===== config.mk =====
export PLATFORM = sky130hd
export DESIGN_NAME = serial_operand_feeder
export DESIGN_NICKNAME = d
export VERILOG_FILES = /design/src/rtl/serial_operand_feeder.sv
export SDC_FILE = /design/constraint.sdc
export NUM_CORES = 1
export LEC_CHECK = 0
export BUFFER_PORTS_ARGS = -buffer_cell sky130_fd_sc_hd__buf_2
export CORE_MARGIN = 5
export CORE_UTILIZATION = 41
export CTS_CLUSTER_SIZE = 14
export DETAILED_ROUTE_END_ITERATION = 16
export SETUP_SLACK_MARGIN = 0.3
export SYNTH_ARGS = -nofsm -noshare
export SYNTH_HDL_FRONTEND = slang
export SYNTH_SLANG_ARGS = --single-unit

===== constraint.sdc =====
create_clock -name clk -period 2.1 [get_ports clk]
set_input_delay 0.105 -clock clk [delete_from_list [all_inputs] [get_ports clk]]
set_output_delay 0.105 -clock clk [all_outputs]
set_load 0.01 [all_outputs]

===== src/rtl/serial_operand_feeder.sv =====
// Parallel-to-serial operand front-end for the bit-serial adder: accepts (a, b)
// pairs over valid/ready and streams them LSB-first with first/last framing.
module serial_operand_feeder #(
  parameter int WIDTH = 4
) (
  input  logic             clk,
  input  logic             reset,
  input  logic             in_valid,
  output logic             in_ready,
  input  logic [WIDTH-1:0] in_a,
  input  logic [WIDTH-1:0] in_b,
  output logic             ser_a,
  output logic             ser_b,
  output logic             ser_valid,
  output logic             ser_first,
  output logic             ser_last,
  output logic             busy
);

  localparam int CW = (WIDTH > 1) ? $clog2(WIDTH) : 1;
  localparam logic [CW-1:0] LAST_CNT = CW'(WIDTH - 1);

  typedef enum logic [0:0] {
    IDLE  = 1'b0,
    SHIFT = 1'b1
  } state_t;

  state_t           state_r, state_s;
  logic [WIDTH-1:0] sh_a_r, sh_a_s;
  logic [WIDTH-1:0] sh_b_r, sh_b_s;
  logic [WIDTH-1:0] pend_a_r, pend_a_s;
  logic [WIDTH-1:0] pend_b_r, pend_b_s;
  logic             pend_full_r, pend_full_s;
  logic [CW-1:0]    cnt_r, cnt_s;
  logic             accept_s;

  assign accept_s = in_valid & !pend_full_r;

  // Next-state: shift, pending capture, and word-boundary reload selection
  always_comb begin
    state_s     = state_r;
    sh_a_s      = sh_a_r;
    sh_b_s      = sh_b_r;
    pend_a_s    = pend_a_r;
    pend_b_s    = pend_b_r;
    pend_full_s = pend_full_r;
    cnt_s       = cnt_r;
    case (state_r)
      IDLE: begin
        if (accept_s) begin
          sh_a_s  = in_a;
          sh_b_s  = in_b;
          cnt_s   = {CW{1'b0}};
          state_s = SHIFT;
        end else begin
          cnt_s   = {CW{1'b0}};
        end
      end
      SHIFT: begin
        if (cnt_r != LAST_CNT) begin
          sh_a_s = {1'b0, sh_a_r[WIDTH-1:1]};
          sh_b_s = {1'b0, sh_b_r[WIDTH-1:1]};
          cnt_s  = cnt_r + CW'(1'b1);
          if (accept_s) begin
            pend_a_s    = in_a;
            pend_b_s    = in_b;
            pend_full_s = 1'b1;
          end else begin
            pend_full_s = pend_full_r;
          end
        end else if (pend_full_r) begin
          // Pending pair takes priority; in_ready is low so nothing new can land
          sh_a_s      = pend_a_r;
          sh_b_s      = pend_b_r;
          pend_full_s = 1'b0;
          cnt_s       = {CW{1'b0}};
        end else if (accept_s) begin
          sh_a_s = in_a;
          sh_b_s = in_b;
          cnt_s  = {CW{1'b0}};
        end else begin
          state_s = IDLE;
          cnt_s   = {CW{1'b0}};
        end
      end
      default: begin
        state_s     = IDLE;
        pend_full_s = 1'b0;
        cnt_s       = {CW{1'b0}};
      end
    endcase
  end

  // State and datapath registers; reset aborts any word and drops the pending pair
  always_ff @(posedge clk or negedge reset) begin
    if (!reset) begin
      state_r     <= IDLE;
      sh_a_r      <= {WIDTH{1'b0}};
      sh_b_r      <= {WIDTH{1'b0}};
      pend_a_r    <= {WIDTH{1'b0}};
      pend_b_r    <= {WIDTH{1'b0}};
      pend_full_r <= 1'b0;
      cnt_r       <= {CW{1'b0}};
    end else begin
      state_r     <= state_s;
      sh_a_r      <= sh_a_s;
      sh_b_r      <= sh_b_s;
      pend_a_r    <= pend_a_s;
      pend_b_r    <= pend_b_s;
      pend_full_r <= pend_full_s;
      cnt_r       <= cnt_s;
    end
  end

  // Output decode from registered state only; no path from in_a/in_b
  always_comb begin
    ser_valid = 1'b0;
    ser_a     = 1'b0;
    ser_b     = 1'b0;
    ser_first = 1'b0;
    ser_last  = 1'b0;
    in_ready  = !pend_full_r;
    busy      = (state_r == SHIFT) | pend_full_r;
    if (state_r == SHIFT) begin
      ser_valid = 1'b1;
      ser_a     = sh_a_r[0];
      ser_b     = sh_b_r[0];
      ser_first = (cnt_r == {CW{1'b0}});
      ser_last  = (cnt_r == LAST_CNT);
    end else begin
      ser_valid = 1'b0;
    end
  end

endmodule


==> flow_summary_export.csv, run 1 <==
group,metric,value,unit
timing,relSlewSlack,0.7042,
drt,drc,0,
synthesis,post-synth-top-area-cell,"dfrtp_1",
synthesis,ys_top_cells_by_area,"dfrtp_1, mux2i_1, mux2_4",
power_and_ir_drop,pwr_density_cell,1507,nW/um^2
global_routing,met2_usage,0.1994,
timing,rsz0062_at_grt,"no",
global_routing,grtUsageMet3,0.04612,
global_routing,antenna_found_initial,0,
clock_tree,root_buffer,"clkbuf_4",
place,dpl.hpwl,1492,microns
final_layout,area_delta_synth_final,12.50,%
worst_hold_path,min-delay-start,"in_a[3]",
global_routing,grtUsageTotal,0.1328,
synthesis,synth-seq-area-share,0.4673,
global_routing,grt_max_degree,21,
die,die_area,3734,sq um
timing,max_freq,596.3,MHz
global_routing,grtUsageMet1,0.1819,
drt,drtIter0Drc,6,
die,ios,18,
place,gp_congestion,0.7432,
final_layout,drive_gt1_frac,0.3465,
final_layout,nNetsFinal,115,
drt,antenna_left,0,
final_layout,regArea,500.5,sq um
synthesis,netlist_instances,81,
final_layout,fillers,247,
final_layout,num_antenna_cells,0,
die,coreArea,2477,sq um
synthesis,synth-seq-cells,20,
power_and_ir_drop,ir_worst_vdd,0.0008527,V
synthesis,syn_area,1071,sq um
outcome,status,"finished, final reports clean",
final_layout,mostFrequentLayoutCells,"dfrtp_1, buf_2, mux2i_1",
clock_tree,insertion_delay,0.31,ns
setup_path,end_kind,"flip-flop",
place,dp_cells,126,
setup_path,crit_type,"reg -> reg",
worst_hold_path,hold_class,"in -> reg",
clock_tree,path_clk_slew,0.11,ns
timing,layout_worst_path_cycle_share,0.7986,
timing,hold_ws,0.03328,ns
clock_tree,cts.sink_count,20,
setup_path,required,2.30,ns
synthesis,yosys.area.top_type_share,0.4673,
setup_path,start_kind,"flip-flop",
clock_tree,cts_tree,"done",
global_routing,grt_overflow_total,0,
final_layout,multiInputGateArea,513.0,sq um
place,io_buffers,17,
timing,period_needed,1.677,ns
flow_run,max_cap_viol_count,0,
die,dieHeight,61.11,microns
clock_tree,numCtsBuffers,3,
die,rows,18,
final_layout,layout.cells.non_filler,131,
clock_tree,cts_max_path_buffers,2,
die,start_util,0.4323,
drt,firstDrtPassIters,6,
setup_path,crit_start,"cnt_r[0]",
timing,finalSetupTns,0,ns
drt,wirelength,2098,microns
timing,hold_viol,0,
drt,vias,711,
final_layout,final_common_cell,"dfrtp_1",
setup_path,crit_fanout,9,
setup_path,reg2reg_from,"cnt_r[0]",
synthesis,synth_nets,94,
power_and_ir_drop,p_leak,0.6134,nW
timing,drv_slew,0,
global_routing,grt_pass1_vias,744,
timing,clock_skew,0.004159,ns
global_routing,grt_busiest_layer,"met2",
setup_path,arrival,1.88,ns
synthesis,synth_warnings,0,
timing,worstMarginPinSlew,0.4437,ns
drt,vias_per_cell,5.427,
synthesis,syn_area_per_cell,13.22,sq um
global_routing,grt_pass1_wl,3594,microns
die,die_w,61.11,microns
timing,finalSetupViolations,0,
synthesis,ys_types,22,
clock_tree,htreeDepth,1,
clock_tree,cts_setup_buffers,0,
drt,wl_per_cell,16.02,microns
==> area by class of cell <==
cell class | count | area share
Sequential cell | 20 | 0.4154
Clock buffer | 4 | 0.03011
Timing Repair Buffer | 19 | 0.08515
Multi-Input combinational cell | 54 | 0.4258
Inverter | 4 | 0.01246
Tap cell | 30 | 0.03115
==> logic make-up (layout without fill, tap and decap cells) <==
logic type / count (synthesis) / after routing / synth area share
muxes: 22 / 22 / 0.2453
DFF: 20 / 20 / 0.4673
AOI/OAI and AO/OA: 15 / 15 / 0.1063
and+or+nand+nor: 15 / 15 / 0.1040
buffers and inverters: 7 / 27 / 0.05373
adders and majority gates: 2 / 2 / 0.02336
==> registers in the layout, summed over array words and instances, names as in the netlist <==
name	flops
sh_b_r	4
pend_full_r	1
state_r	1
pend_b_r	4
sh_a_r	4
cnt_r	2
pend_a_r	4
==> path summary, 6_finish.rpt <==
path	end	cells after the start	slack (ns)
min in group asynchronous	pend_a_r[1]	2	0.26
worst max-delay path	pend_a_r[2]	4	0.42
max in group asynchronous	cnt_r[0]	2	1.53
worst min-delay path	pend_a_r[3]	2	0.03
worst max register to register	pend_a_r[2]	4	0.42
worst min register to register	cnt_r[0]	1	0.47
==> worst max-delay path, cell delays in order, from the launching register on <==
cell and delay, ns:
dfrtp_1 0.41, ha_1 0.24, nand2b_2 0.31, nor2_8 0.26, mux2_1 0.34
==> through the flow <==
stage | area [sq um] | util | total power, mW | setup slack [ns]
6_report | 1205 | 0.4864 | 1.816 | 0.4229
5_1_grt | 1205 | 0.4864 | 1.967 | 0.3196
4_1_cts | 1205 | 0.4864 | 1.843 | 0.4031
3_5_place_dp | 1159 | 0.4677 | 1.608 | 0.4232
3_3_place_gp | 1159 | 0.4677 | 1.591 | 0.4754
2_1_floorplan | 1071 | - | 1.411 | 0.5463
==> power by group <==
group          switching [mW]  internal (mW)  total [mW]
Clock                   0.120          0.106       0.226
Sequential              0.126          0.581       0.706
Combinational           0.424          0.459       0.883
Total                   0.670           1.15        1.82
==> per-layer routing <==
| metal | share of wire | wire (microns) | vias to the layer above |
|---|---|---|---|
| met4 | 0.012 | 26 | 0 |
| met2 | 0.45 | 949 | 15 |
| met5 | 0 | 0 | - |
| met3 | 0.056 | 117 | 4 |
| li1 | - | - | 341 |
| met1 | 0.48 | 1005 | 351 |
==> cell usage after synthesis, drive strengths merged <==
library cell and number:
nand2 2, and2b 1, nand2b 3, mux2i 12, nand3 1, ha 2
and3 1, inv 4, a22o 2, and2 5, a221oi 6, buf 3
mux2 10, nor2 2, o22ai 7, dfrtp 20
==> repair_timing <==
action                    CTS  global route
gates resized for setup     0             0
hold endpoints to repair   20             0
hold buffers                1             0
Power figures use the tool's default switching activity.
==> run 2, diff against run 1 <==
==> constraint.sdc (replaced) <==
create_clock -name clk -period 1.5 [get_ports clk]
set_input_delay 0.075 -clock clk [delete_from_list [all_inputs] [get_ports clk]]
set_output_delay 0.075 -clock clk [all_outputs]
set_load 0.01 [all_outputs]
==> run 2 against run 1 <==
Non-clock buffer count up 17. Global-route usage up 1.9 points. Routed wire length up 25%. Largest cell class unchanged. First-iteration DRC count up 67%. Worst setup slack worse by 0.32 ns. Utilization up 13 points.
==> flow_summary_export.csv, run 2 (synthesized netlist as in run 1, its figures left out) <==
group,metric,value,unit
drt,wirelength,2614,microns
timing,worstMarginPinSlew,0.4574,ns
timing,hold_viol,0,
place,placed_area,1186,sq um
timing,max_freq,714.9,MHz
drt,firstDrtPassIters,4,
timing,rsz0062_at_grt,"yes",
setup_path,end_kind,"flip-flop",
die,start_util,0.4323,
clock_tree,numCtsBuffers,3,
die,die_w,61.11,microns
outcome,status,"finished, final reports clean",
power_and_ir_drop,pwr_density_cell,2319,nW/um^2
global_routing,grt_overflow_total,0,
clock_tree,root_buffer,"clkbuf_4",
final_layout,drive_gt1_frac,0.6017,
setup_path,start_kind,"flip-flop",
global_routing,grt_max_degree,21,
final_layout,nNetsFinal,132,
final_layout,design_area,1518,sq um
timing,finalSetupViolations,0,
setup_path,slowest_delay,0.43,ns
clock_tree,cts_max_path_buffers,2,
place,io_buffers,17,
final_layout,final_common_cell,"dfrtp_1",
setup_path,crit_fanout,8,
worst_hold_path,hold_class,"in -> reg",
drt,wl_per_cell,17.66,microns
timing,hold_ws,0.01048,ns
power_and_ir_drop,totalPowerFinal,3.520,mW
global_routing,grt_pass1_vias,811,
die,dieHeight,61.11,microns
final_layout,final_util,0.6126,
setup_path,crit_chain,"ha_4 -> nand2b_4 -> nor2_8 -> mux2_4",
clock_tree,cts_tree,"done",
drt,vias,796,
timing,relSlewSlack,0.6951,
die,die_area,3734,sq um
setup_path,required,1.70,ns
die,ios,18,
global_routing,grt_pass1_wl,4071,microns
setup_path,cp_top_family,"flip-flops",
timing,period_needed,1.399,ns
setup_path,slowest_stage,"dfrtp_1",
timing,finalSetupTns,0,ns
clock_tree,path_clk_slew,0.13,ns
flow_run,max_cap_viol_count,0,
place,gp_congestion,0.7253,
drt,drc,0,
final_layout,layout.cells.non_filler,148,
clock_tree,insertion_delay,0.32,ns
setup_path,crit_type,"reg -> reg",
place,dpl.hpwl,1558,microns
die,coreArea,2477,sq um
final_layout,area_delta_synth_final,41.71,%
drt,antenna_left,0,
setup_path,path_buf_inv,0,
final_layout,mostFrequentLayoutCells,"dfrtp_1, mux2i_1, buf_2",
final_layout,fillers,194,
die,rows,18,
place,place_ws,0.09141,ns
timing,clock_skew,0.01989,ns
setup_path,arrival,1.59,ns
global_routing,antenna_found_initial,0,
timing,layout_worst_path_cycle_share,0.9325,
place,dp_cells,128,
timing,drv_slew,0,
power_and_ir_drop,ir_worst_vdd,0.001340,V
power_and_ir_drop,p_leak,0.7610,nW
drt,drtIter0Drc,10,
clock_tree,htreeDepth,1,
drt,vias_per_cell,5.378,
timing,fin_ws,0.1012,ns
global_routing,grtUsageTotal,0.1520,
clock_tree,cts.sink_count,20,
final_layout,num_antenna_cells,0,
==> run 2: what timing repair did <==
action	CTS	global route
hold buffers	2	0
endpoints found under the setup margin	23	23
gates cloned	0	0
setup buffers	7	7
pin swaps	3	0
gates resized for setup	15	18
hold endpoints to repair	21	0
==> run 2: layer usage <==
layer / GRT usage / wire length, microns / vias up
met4: 0.07121 / 43 / 0
met5: 0 / 0 / -
met3: 0.04403 / 137 / 4
met2: 0.2341 / 1282 / 19
met1: 0.1963 / 1151 / 397
li1: - / - / 376
==> run 2: final timing paths <==
path	start	to	slack [ns]	depth (start not counted)
worst min-delay path	in_a[0]	pend_a_r[0]	0.01	2
min in group asynchronous	reset	sh_b_r[0]	0.22	2
max in group asynchronous	reset	state_r	0.92	2
worst max-delay path	cnt_r[0]	pend_b_r[3]	0.10	4
worst max register to register	cnt_r[0]	pend_b_r[3]	0.10	4
worst min register to register	cnt_r[0]	cnt_r[0]	0.51	1
==> run 2: report_power, final <==
| group | internal (mW) | switching, mW | leakage [nW] |
|---|---|---|---|
| clock | 0.270 | 0.178 | 0.0279 |
| sequential | 0.815 | 0.204 | 0.238 |
| combinational | 1.19 | 0.863 | 0.495 |
| total | 2.27 | 1.25 | 0.761 |
==> run 2: layout make-up <==
| type | count | area [sq um] | area share |
|---|---|---|---|
| Clock inverter | 1 | 30.03 | 0.01979 |
| Timing Repair Buffer | 36 | 295.3 | 0.1946 |
| Sequential cell | 20 | 501.7 | 0.3306 |
| Clock buffer | 3 | 22.52 | 0.01484 |
| Multi-Input combinational cell | 54 | 603.1 | 0.3974 |
| Inverter | 4 | 27.53 | 0.01814 |
| Tap cell | 30 | 37.54 | 0.02473 |
==> run 2: worst reg2reg max path: stages (launching register included) <==
cell and delay, ns:
dfrtp_1 0.43, ha_4 0.19, nand2b_4 0.16, nor2_8 0.19
mux2_4 0.32
==> run 3, diff against run 2 <==
==> constraint.sdc (replaced) <==
create_clock -name clk -period 1.8 [get_ports clk]
set_input_delay 0.09 -clock clk [delete_from_list [all_inputs] [get_ports clk]]
set_output_delay 0.09 -clock clk [all_outputs]
set_load 0.01 [all_outputs]
==> run 3 against run 2 <==
Combinational power shrank 47%. Die area stayed put. Sequential power shrank 17%. Clock skew is 0.011 ns lower. Register-to-register slack gained 0.26 ns. Clock power fell by 54%. Global-route usage fell by 1.1 points. Hold slack better by 0.026 ns. Critical endpoint is now pend_a_r[2].
==> flow_summary_export.csv, run 3 (synthesized netlist as in run 1, its figures left out) <==
group,metric,value,unit
drt,firstDrtPassIters,4,
drt,vias,726,
die,coreArea,2477,sq um
setup_path,required,1.98,ns
clock_tree,cts_tree,"done",
timing,period_needed,1.434,ns
clock_tree,root_buffer,"clkbuf_4",
final_layout,area_delta_synth_final,14.84,%
outcome,status,"finished, final reports clean",
timing,finalSetupTns,0,ns
drt,drc,0,
final_layout,drive_gt1_frac,0.3846,
timing,max_freq,697.2,MHz
worst_hold_path,hold_depth,2,
global_routing,antenna_found_initial,0,
setup_path,r2r_cells,4,
final_layout,fillers,250,
power_and_ir_drop,clkPwrFrac,0.097,
setup_path,ff2ff_setup_slack,0.37,ns
place,gp_congestion,0.7415,
power_and_ir_drop,ir_worst_vdd,0.0007991,V
timing,clock_skew,0.008452,ns
setup_path,crit_fanout,8,
setup_path,start_kind,"flip-flop",
worst_hold_path,hold_class,"in -> reg",
global_routing,grt_pass1_vias,753,
die,die_area,3734,sq um
global_routing,grt_overflow_total,0,
place,io_buffers,17,
power_and_ir_drop,p_switching,0.8010,mW
timing,layout_worst_path_cycle_share,0.7968,
power_and_ir_drop,p_int,1.348,mW
clock_tree,cts.sink_count,20,
place,dpl.hpwl,1554,microns
global_routing,grt_max_degree,21,
final_layout,num_antenna_cells,0,
timing,worstMarginPinSlew,0.4491,ns
worst_hold_path,min-delay-start,"in_a[3]",
power_and_ir_drop,p_leak,0.6247,nW
final_layout,nNetsFinal,119,
power_and_ir_drop,pwr_density_cell,1748,nW/um^2
clock_tree,numCtsBuffers,3,
final_layout,mostFrequentLayoutCells,"dfrtp_1, buf_2, mux2i_1",
global_routing,grt_pass1_wl,3726,microns
drt,vias_per_cell,5.418,
final_layout,final_common_cell,"dfrtp_1",
die,dieHeight,61.11,microns
setup_path,timing.rr.end,"pend_a_r[2]",
setup_path,crit_type,"reg -> reg",
die,ios,18,
die,rows,18,
timing,relSlewSlack,0.7006,
timing,finalSetupViolations,0,
timing,rsz0062_at_grt,"no",
timing,hold_viol,0,
drt,antenna_left,0,
flow_run,max_cap_viol_count,0,
power_and_ir_drop,seq_power_share,0.395,
global_routing,grtUsageTotal,0.1412,
clock_tree,path_clk_slew,0.10,ns
worst_hold_path,min_to,"pend_a_r[3]",
setup_path,reg2reg_from,"cnt_r[0]",
setup_path,arrival,1.62,ns
die,die_w,61.11,microns
clock_tree,htreeDepth,1,
power_and_ir_drop,switching_share,0.3726,
power_and_ir_drop,pwr-share-comb,0.508,
power_and_ir_drop,totalPowerFinal,2.149,mW
drt,drtIter0Drc,30,
clock_tree,cts_max_path_buffers,2,
drt,wirelength,2257,microns
setup_path,end_kind,"flip-flop",
timing,drv_slew,0,
die,start_util,0.4323,
clock_tree,insertion_delay,0.30,ns
drt,wl_per_cell,16.84,microns
run 3: cell count changes in the layout (fill, tap and decap cells not counted), moves of 2 or more:
cell	delta
a221oi_1	+5
a221oi_2	-5
and2_1	+4
and2_4	-4
buf_2	+5
buf_4	-6
buf_6	-10
inv_1	+2
nand2_1	+2
run 3: worst max-delay path by stage:
stage / slack (ns) / depth (start not counted) / endpoint / start
after floorplan: 0.30 / 5 / pend_a_r[2] / cnt_r[0]
after global placement: 0.33 / 4 / pend_a_r[2] / cnt_r[0]
after detailed placement: 0.27 / 4 / pend_a_r[2] / cnt_r[0]
after CTS: 0.33 / 4 / pend_a_r[2] / cnt_r[0]
after global routing: 0.30 / 4 / pend_a_r[2] / cnt_r[1]
final: 0.37 / 4 / pend_a_r[2] / cnt_r[0]
run 3: power by group through the flow:
stage	sequential (mW)	combinational [mW]	clock (mW)
finish	0.850	1.09	0.208
detailed placement	0.856	1.04	0
CTS	0.848	1.08	0.215
global placement	0.847	1.01	0
global route	0.885	1.20	0.240
floorplan	0.808	0.841	0
run 3: layout make-up:
class / instances / area (sq um) / share of cell area
clock buffers: 3 / 22.52 / 0.01831
inverters: 4 / 15.01 / 0.01221
multi-input cells: 54 / 520.5 / 0.4232
flip-flops and latches: 20 / 501.7 / 0.4079
well taps: 30 / 37.54 / 0.03052
repair buffers: 23 / 132.6 / 0.1078
run 3: critical path, cell delays in order (launching register included):
cell and delay [ns]:
dfrtp_1 0.40, ha_2 0.20, nand2b_4 0.16, nor2_8 0.21
mux2_1 0.35
run 3: repair_timing:
item                       CTS  global route
gates resized for setup      1             1
setup buffers                1             3
pin swaps                    1             1
hold buffers                 1             0
setup endpoints to repair    8             3
hold endpoints to repair    20             0
run 3: stage by stage:
| step | hold slack [ns] | cells | utilization | setup WS [ns] | cell area, sq um |
|---|---|---|---|---|---|
| 3_5_place_dp | 0.06563 | 126 | 0.4687 | 0.2743 | 1161 |
| 5_1_grt | 0.01612 | 134 | 0.4965 | 0.3036 | 1230 |
| 6_report | 0.03662 | 134 | 0.4965 | 0.3657 | 1230 |
| 2_1_floorplan | -0.2056 | 81 | - | 0.3036 | 1074 |
| 3_3_place_gp | 0.06656 | 126 | 0.4687 | 0.3268 | 1161 |
| 4_1_cts | 0.02744 | 131 | 0.4869 | 0.3308 | 1206 |
run 3: layer usage:
metal,vias to the layer above,wire (microns),track usage
met2,15,1104,0.2205
met3,2,127,0.04822
li1,349,-,-
met5,-,0,0
met4,0,24,0.04644
met1,360,1000,0.1835
